## src/rtl/alarme_pkg.sv

```systemverilog
// rtl/alarme_pkg.sv - state encoding and default parameters for the vault alarm
package alarme_pkg;

  typedef enum logic [1:0] {
    DESARMADO  = 2'd0,
    ARMADO     = 2'd1,
    PRE_ALARME = 2'd2,
    ALARME     = 2'd3
  } estado_t;

  localparam int NCH_DEF  = 4;
  localparam int NDEB_DEF = 2;
  localparam int NDLY_DEF = 8;

endpackage

```

## src/rtl/filtro_porta.sv

```systemverilog
// rtl/filtro_porta.sv - single-channel door sensor debounce
module filtro_porta #(
  parameter int NDEB = 2
) (
  input  logic clk_2,
  input  logic reset,
  input  logic porta,
  output logic aberta
);

  localparam int CW = $clog2(NDEB + 1);
  localparam logic [CW-1:0] CNT_MAX = CW'(NDEB);

  logic [CW-1:0] cnt;

  // Any closed sample restarts the count; the count saturates once the door is trusted open.
  always_ff @(posedge clk_2) begin
    if (reset) begin
      cnt <= '0;
    end else if (!porta) begin
      cnt <= '0;
    end else if (cnt != CNT_MAX) begin
      cnt <= cnt + 1'b1;
    end
  end

  assign aberta = (cnt == CNT_MAX);

endmodule

```

## src/rtl/alarme_cofre.sv

```systemverilog
// rtl/alarme_cofre.sv - vault door alarm: debounced channels, arm/grace/alarm FSM
module alarme_cofre
  import alarme_pkg::*;
#(
  parameter int NCH  = NCH_DEF,
  parameter int NDEB = NDEB_DEF,
  parameter int NDLY = NDLY_DEF
) (
  input  logic           clk_2,
  input  logic           reset,
  input  logic [NCH-1:0] porta,
  input  logic           expediente,
  input  logic           interruptor,
  input  logic           ack,
  output logic           alarme,
  output logic           pre_alarme,
  output logic           armado,
  output logic [NCH-1:0] canal_disparo,
  output logic [1:0]     estado
);

  localparam int TW = $clog2(NDLY + 1);
  localparam logic [TW-1:0] TIMER_LOAD = TW'(NDLY - 1);

  logic [NCH-1:0] aberta;
  logic           aberta_any;
  estado_t        state, state_nxt;
  logic [TW-1:0]  timer, timer_nxt;
  logic [NCH-1:0] canal_nxt;

  for (genvar i = 0; i < NCH; i++) begin : g_filtro
    filtro_porta #(.NDEB(NDEB)) u_filtro (
      .clk_2  (clk_2),
      .reset  (reset),
      .porta  (porta[i]),
      .aberta (aberta[i])
    );
  end

  assign aberta_any = |aberta;

  always_ff @(posedge clk_2) begin
    if (reset) begin
      state         <= DESARMADO;
      timer         <= '0;
      canal_disparo <= '0;
    end else begin
      state         <= state_nxt;
      timer         <= timer_nxt;
      canal_disparo <= canal_nxt;
    end
  end

  always_comb begin
    state_nxt = state;
    timer_nxt = timer;
    unique case (state)
      DESARMADO: begin
        if (interruptor) state_nxt = ARMADO;
      end
      ARMADO: begin
        if (!interruptor) begin
          state_nxt = DESARMADO;
        end else if (aberta_any && expediente) begin
          state_nxt = PRE_ALARME;
          timer_nxt = TIMER_LOAD;
        end else if (aberta_any) begin
          state_nxt = ALARME;
        end
      end
      PRE_ALARME: begin
        if (!interruptor)      state_nxt = DESARMADO;
        else if (!aberta_any)  state_nxt = ARMADO;
        else if (!expediente)  state_nxt = ALARME;
        else if (timer == '0)  state_nxt = ALARME;
        else                   timer_nxt = timer - 1'b1;
      end
      ALARME: begin
        // Disarming alone never silences the siren; the door must be shut and acknowledged.
        if (ack && !aberta_any) state_nxt = interruptor ? ARMADO : DESARMADO;
      end
      default: state_nxt = DESARMADO;
    endcase

    if (state_nxt == PRE_ALARME || state_nxt == ALARME) canal_nxt = canal_disparo | aberta;
    else                                                canal_nxt = '0;
  end

  always_comb begin
    alarme     = (state == ALARME);
    pre_alarme = (state == PRE_ALARME);
    armado     = (state != DESARMADO);
    estado     = state;
  end

endmodule

```

## config.mk

```make
export PLATFORM = sky130hd
export DESIGN_NAME = alarme_cofre
export DESIGN_NICKNAME = d
export VERILOG_FILES = /design/src/rtl/alarme_pkg.sv /design/src/rtl/filtro_porta.sv /design/src/rtl/alarme_cofre.sv
export SDC_FILE = /design/constraint.sdc
export NUM_CORES = 1
export LEC_CHECK = 0
export ABC_AREA = 1
export CAP_MARGIN = 10
export CORE_MARGIN = 1.5
export CORE_UTILIZATION = 45
export DETAILED_ROUTE_END_ITERATION = 8
export GPL_ROUTABILITY_DRIVEN = 1
export PLACE_DENSITY = 0.71
export SLEW_MARGIN = 20
export SYNTH_ARGS = -nofsm -noshare
export SYNTH_HDL_FRONTEND = slang
export SYNTH_SLANG_ARGS = --single-unit
```

## constraint.sdc

```tcl
create_clock -name clk_2 -period 2 [get_ports clk_2]
set_input_delay 0.6 -clock clk_2 [delete_from_list [all_inputs] [get_ports clk_2]]
set_output_delay 0.6 -clock clk_2 [all_outputs]
set_load 0.01 [all_outputs]
```

After elaboration in Yosys (flattened, before gate mapping). Cells that the tools add are included. W data, S select, Z words.

Shift operators: 0. Add/sub/neg operators: 5. Div/mod/pow operators: 0. Bitwise operators: 6. Magnitude comparators: 0. Equal/unequal tests: 19. Mux-type cells: 18. Reductions and logical operators: 15. Multipliers: 0.

Operator list (number): $mux W4 (6); $mux W2 (9); $ne A2 B2 Y1 const B (9); $eq A2 B2 Y1 const B (8); $reduce_or A2 Y1 (5); $add A2 B1 Y2 const B (4); $pmux W2 S4 (1); $pmux W4 S2 (1); $reduce_and A7 Y1 (1); $not A1 Y1 (5); $logic_not A4 Y1 (1); $or A4 B4 Y4 (1); $reduce_bool A2 Y1 (2); $reduce_or A4 Y1 (1); $sub A4 B1 Y4 const B (1); $eq A2 B1 Y1 const B (1); $logic_and A1 B1 Y1 (2); $logic_not A2 Y1 (1); $ne A2 B1 Y1 const B (1); $logic_not A1 Y1 (1); $logic_or A1 B1 Y1 (1); $mux W1 (1).

Memories kept: 0. Bits in latches: 0. ROM bits: 0. Word-level logic and storage cells: 70. Bits in writable memories: 0. Flip-flop bits (word level): 18.

Depth between registers and ports, before layout.
Word-level depth: 10. Gate-level depth with buffers: 9.

By module. A second synthesis with hierarchy kept.

Cells, all modules: 143. Area, all modules: 1009.7 µm².

Modules (own cells, without submodules): alarme_cofre (instances 1, area each 544.3 µm², cells each 83); filtro_porta (instances 4, area each 116.4 µm², cells each 15).

Worst setup path after synthesis. Ideal clock, no wire load.

Path kind: register to register. Start: register g_filtro[1].u_filtro.cnt[0]. End: register timer[2]. Cell stages (with the launch flop): 10. Period minus slack after synthesis: 1293 ps. Arrival: 1223 ps. Slack: 707 ps. Required time: 1930 ps. Path through: dfxtp_1 -> inv_1 -> ha_1 -> nor2_1 -> nand2_2 -> nand2_4 -> nand2_2 -> nand2_2 -> nand2_1 -> a21oi_1.

Longest elaborated chain between the ends: 5.

Ends and longest elaborated chain: start: declaration (RTL line filtro_porta.sv:14) `logic [CW-1:0] cnt;`; start signal: assignment (RTL line filtro_porta.sv:23) `cnt <= cnt + 1'b1;`; $eq A2 B2 Y1 (*) (RTL line filtro_porta.sv:27) `assign aberta = (cnt == CNT_MAX);`; $reduce_or A4 Y1 (*) (RTL line alarme_cofre.sv:40) `assign aberta_any = |aberta;`; $logic_and A1 B1 Y1 (RTL line alarme_cofre.sv:64) `end else if (aberta_any && expediente) begin`; $ne A2 B2 Y1 (no line); $reduce_and A7 Y1 (no line) (*); end signal: assignment (RTL line alarme_cofre.sv:49) `timer <= timer_nxt;`; end: declaration (RTL line alarme_cofre.sv:28) `logic [TW-1:0] timer, timer_nxt;`.

Every way passes the cells marked *; elsewhere a longest branch is shown, timed or not. A chain may end at the register's enable or synchronous reset.

Worst setup path after layout.
Start: register state[1], in the netlist estado[1]. End: output port estado[1].

RTL lines: start: declaration (RTL line alarme_cofre.sv:27) `estado_t state, state_nxt;`; start signal: assignment (RTL line alarme_cofre.sv:48) `state <= state_nxt;`; end: declaration (RTL line alarme_cofre.sv:19) `output logic [1:0] estado`.

No word-level cell between the ends.

==> results.md <==
- Counting along the longest clock path gives a buffer depth of 2.
- The combinational power share is 16.5%.
- For this design the static power due to leakage is 0.545 nW.
- Including well taps, the total number of placed cells is 171.
- The area share of the largest cell type after synthesis is 39.5%.
- The worst slack at placement is 0.194 ns.
- The filler cells instantiated in the layout total 191.
- The initial core utilization is 47.0%.
- The number of library cell types mapped by synthesis is 20.
- In this run the post-CTS setup repair buffer count came out at 0.
- The horizontal extent of the die is 48.1 um.
- The type of element capturing the critical path is a primary output.
- The first global-routing pass estimated around 2700 um of wire.
- Sequential elements use 39.5% of the synthesized area.
- The hold-fix buffer count after cts is 0.
- The setup path with the least slack is of type reg2out.
- The master of the slowest instance on the critical path is clkdlybuf4s50_1.
- The post-synthesis average cell area is 7.19 um^2.
- After global routing the overflow that remains totals 0.
- The repair_antennas step left the layout with diodes totalling 0.
- Overall power consumption after layout is estimated at 0.729 mW.
- The worst clock skew is 0.00270 ns.
- The number of optimization iterations in the first detailed-route pass is 4.
- The clock tree from TritonCTS is yes.
- The register share of total power is between 50% and 60%.
- The share of post-route cells with drive strength above 1 is 13.5%.
- Setup violations remaining at the end of the flow were counted as 0.
- The violation count after the first detailed-routing iteration is 21.
- The clock-pin slew reported for the worst setup and hold paths after clock tree synthesis is around 0.10 ns.
- The critical path data required time is 1.40 ns.
- The worst-margin pin slew is 0.238 ns.
- The kind of cell with the highest combined delay on the critical path is buffers and inverters.
- The portion of total power attributed to the clock network is 31.0%.
- The floorplan has 16 rows.
- The area growth from synthesis to layout is 27.5%.
- In the final routed layout, each cell accounts on average for 9.93 um.
- The internal power of the cells totals ~0.54 mW.
- The number of gates resized after CTS is 5.
- The buffer and inverter count on the worst path is 1.
- The post-synthesis instance area is 913 um^2.
- In this run the number of H-tree levels came out at 1.
- The die is around 48 um tall.
- Detailed placement ended at an HPWL of 1400 um.
- Entering global routing, the biggest net connects 11 pins.
- The worst hold path belongs to the class reg2reg.
- Buffers placed on the I/O ports in this run total 17.
- STA puts the critical path data arrival time at 1.23 ns.
- Synthesis produced a netlist with a net count of 141.
- The die covers 2310 um^2.
- The routed layout has between 800 and 900 vias.
- The residual DRC count is 0.
- On the worst path, the slowest cell contributes a delay of 0.54 ns.
- The clock reaches the later pin of the worst-skew pair after slightly below 0.3 ns.
- Leaving out filler cells and counting taps, the final layout contains 175.
- Across the VDD grid, the largest voltage drop is about 0.00047 V.
- Headroom to the max-slew limit came out at 84.0%.
- The highest clock rate is 547 MHz.
- Walking the worst path, the cells encountered are clkdlybuf4s50_1.
- The most common library cell in the layout ignoring fill and taps is nand2_1.
- The post-synthesis register bit count is 18.
- After detailed routing, the total wire length is 1740 um.
- The synthesized design spends more area on one cell type than any other, namely dfxtp_1.
- Max-cap violations in this run came to 0.
- The number of nets in the layout is 163.
- The fraction of power spent switching nets is 26.3%.
- The post-route standard cell area excluding fillers is 1160 um^2.
- Setup repair after global routing left no endpoint under its margin.
- The final clock period utilization by the worst path is 91.5%.
- During synthesis, Yosys emitted a total of 0 warnings.
- In this run, CTS created clock tree buffers numbering 3.
- For this design the total switching power over the nets is 0.192 mW.
- The weighted congestion at the end of routability-driven global placement is ~0.82.
- The max-slew violation count is 0.
- The detail route stage leaves a number of antenna-violating nets equal to 0.
- The run finished with clean final reports.
- Sorting the synthesized cells by area gives the leading types as dfxtp_1 (39%), nand2_1 (12%), nor2_1 (7.8%), inv_1 (7.0%), ha_1 (6.8%).
- In the routed layout, each cell is associated on average with a via count of 4.74.
- The total number of clock tree sinks is 18.
- The largest driver fanout on the critical path is 7.
- After technology mapping, the gate count stands at 127.
- For the finished layout, the period the worst path requires is 1.83 ns.
- The startpoint kind of the worst setup timing path is a flip-flop.
- The worst path meets setup with 0.171 ns of slack.
- The root buffer cell is clkbuf_4.
- For this design the top-level I/O count stands at 18.
- In the layout the commonest cells are nand2_1 (30), nor2_1 (18), inv_1 (17).
- The area of the core region is ~1900 um^2.
- The area after detailed placement is 1120 um^2.
- The initial antenna violation count came to 0.
- The aggregate negative setup slack is 0 ns.
- The power density over the cells is 626 nW/um^2.
- Across every metal layer, demand over resource in global routing totals between 10% and 20%.
- The via count of the first global-routing pass is 704.
- The count of final hold-check violations was 0.
==> final timing paths <==
kind | startpoint | end | slack (ns) | cells after the start
max | estado[1] | estado[1] | 0.17 | 1
min | g_filtro[1].u_filtro.cnt[0] | g_filtro[1].u_filtro.cnt[0] | 0.46 | 2
max reg2reg | g_filtro[0].u_filtro.cnt[0] | timer[2] | 0.52 | 9
min reg2reg | g_filtro[1].u_filtro.cnt[0] | g_filtro[1].u_filtro.cnt[0] | 0.46 | 2
==> power groups by stage <==
stage / logic [mW] / clock network [mW] / registers (mW)
after floorplan: 0.0774 / 0 / 0.390
after global placement: 0.116 / 0 / 0.390
after detailed placement: 0.122 / 0 / 0.391
after CTS: 0.123 / 0.229 / 0.382
after global routing: 0.137 / 0.248 / 0.384
final: 0.121 / 0.226 / 0.382
==> cells in the mapped netlist <==
cell type,number
nand2_1,30
nor2_1,19
dfxtp_1,18
inv_1,17
a21oi_1,10
nand3_1,8
ha_1,5
nand2_2,5
a211oi_1,4
a21oi_4,1
clkinv_4,1
inv_2,1
nand2_4,1
nand3_2,1
nand4_1,1
nor2_2,1
nor3_1,1
o211ai_2,1
o21ai_0,1
or2_2,1
==> layer usage <==
| layer | routed length [um] | vias up | GRT usage (%) |
|---|---|---|---|
| met3 | 48 | 2 | 4.53 |
| li1 | - | 443 | - |
| met4 | 23 | 0 | 11.4 |
| met5 | 0 | - | 0 |
| met1 | 812 | 375 | 21.0 |
| met2 | 852 | 9 | 26.9 |
==> through the flow <==
step / utilization (%) / hold slack (ns)
2_1_floorplan: - / 0.434
3_3_place_gp: 57.5 / 0.441
3_5_place_dp: 57.5 / 0.452
4_1_cts: 59.7 / 0.468
5_1_grt: 60.0 / 0.491
6_report: 60.0 / 0.462
==> worst reg2reg max path: stages (launching register included) <==
cell	delay, ns
dfxtp_1	0.34
inv_1	0.06
ha_1	0.25
nor2_2	0.17
nand2_2	0.13
nand3_2	0.10
nand2_2	0.08
nand2_2	0.10
nand2_1	0.06
a21oi_1	0.13
==> state kept, by name, indices dropped and copies added (netlist names) <==
register	count
timer	4
estado	2
canal_disparo	4
g_filtro.u_filtro.cnt	8
==> area by class of cell <==
class	count	area, um^2	share of cell area (%)
Inverter	19	76.3	6.55
Tap cell	27	33.8	2.90
Clock buffer	4	36.3	3.11
Sequential cell	18	365	31.4
Multi-Input combinational cell	90	479	41.1
Timing Repair Buffer	17	174	14.9
==> kinds of logic after synthesis <==
logic type               Yosys count  share of synthesized area [%]
AND/OR/NAND/NOR                   68                           32.9
buffers and inverters             19                           8.36
flip-flops                        18                           39.5
AO/OA/AOI/OAI                     17                           12.5
adder cells (fa/ha/maj)            5                           6.85
No activity file was read; power rests on OpenSTA's default activity.
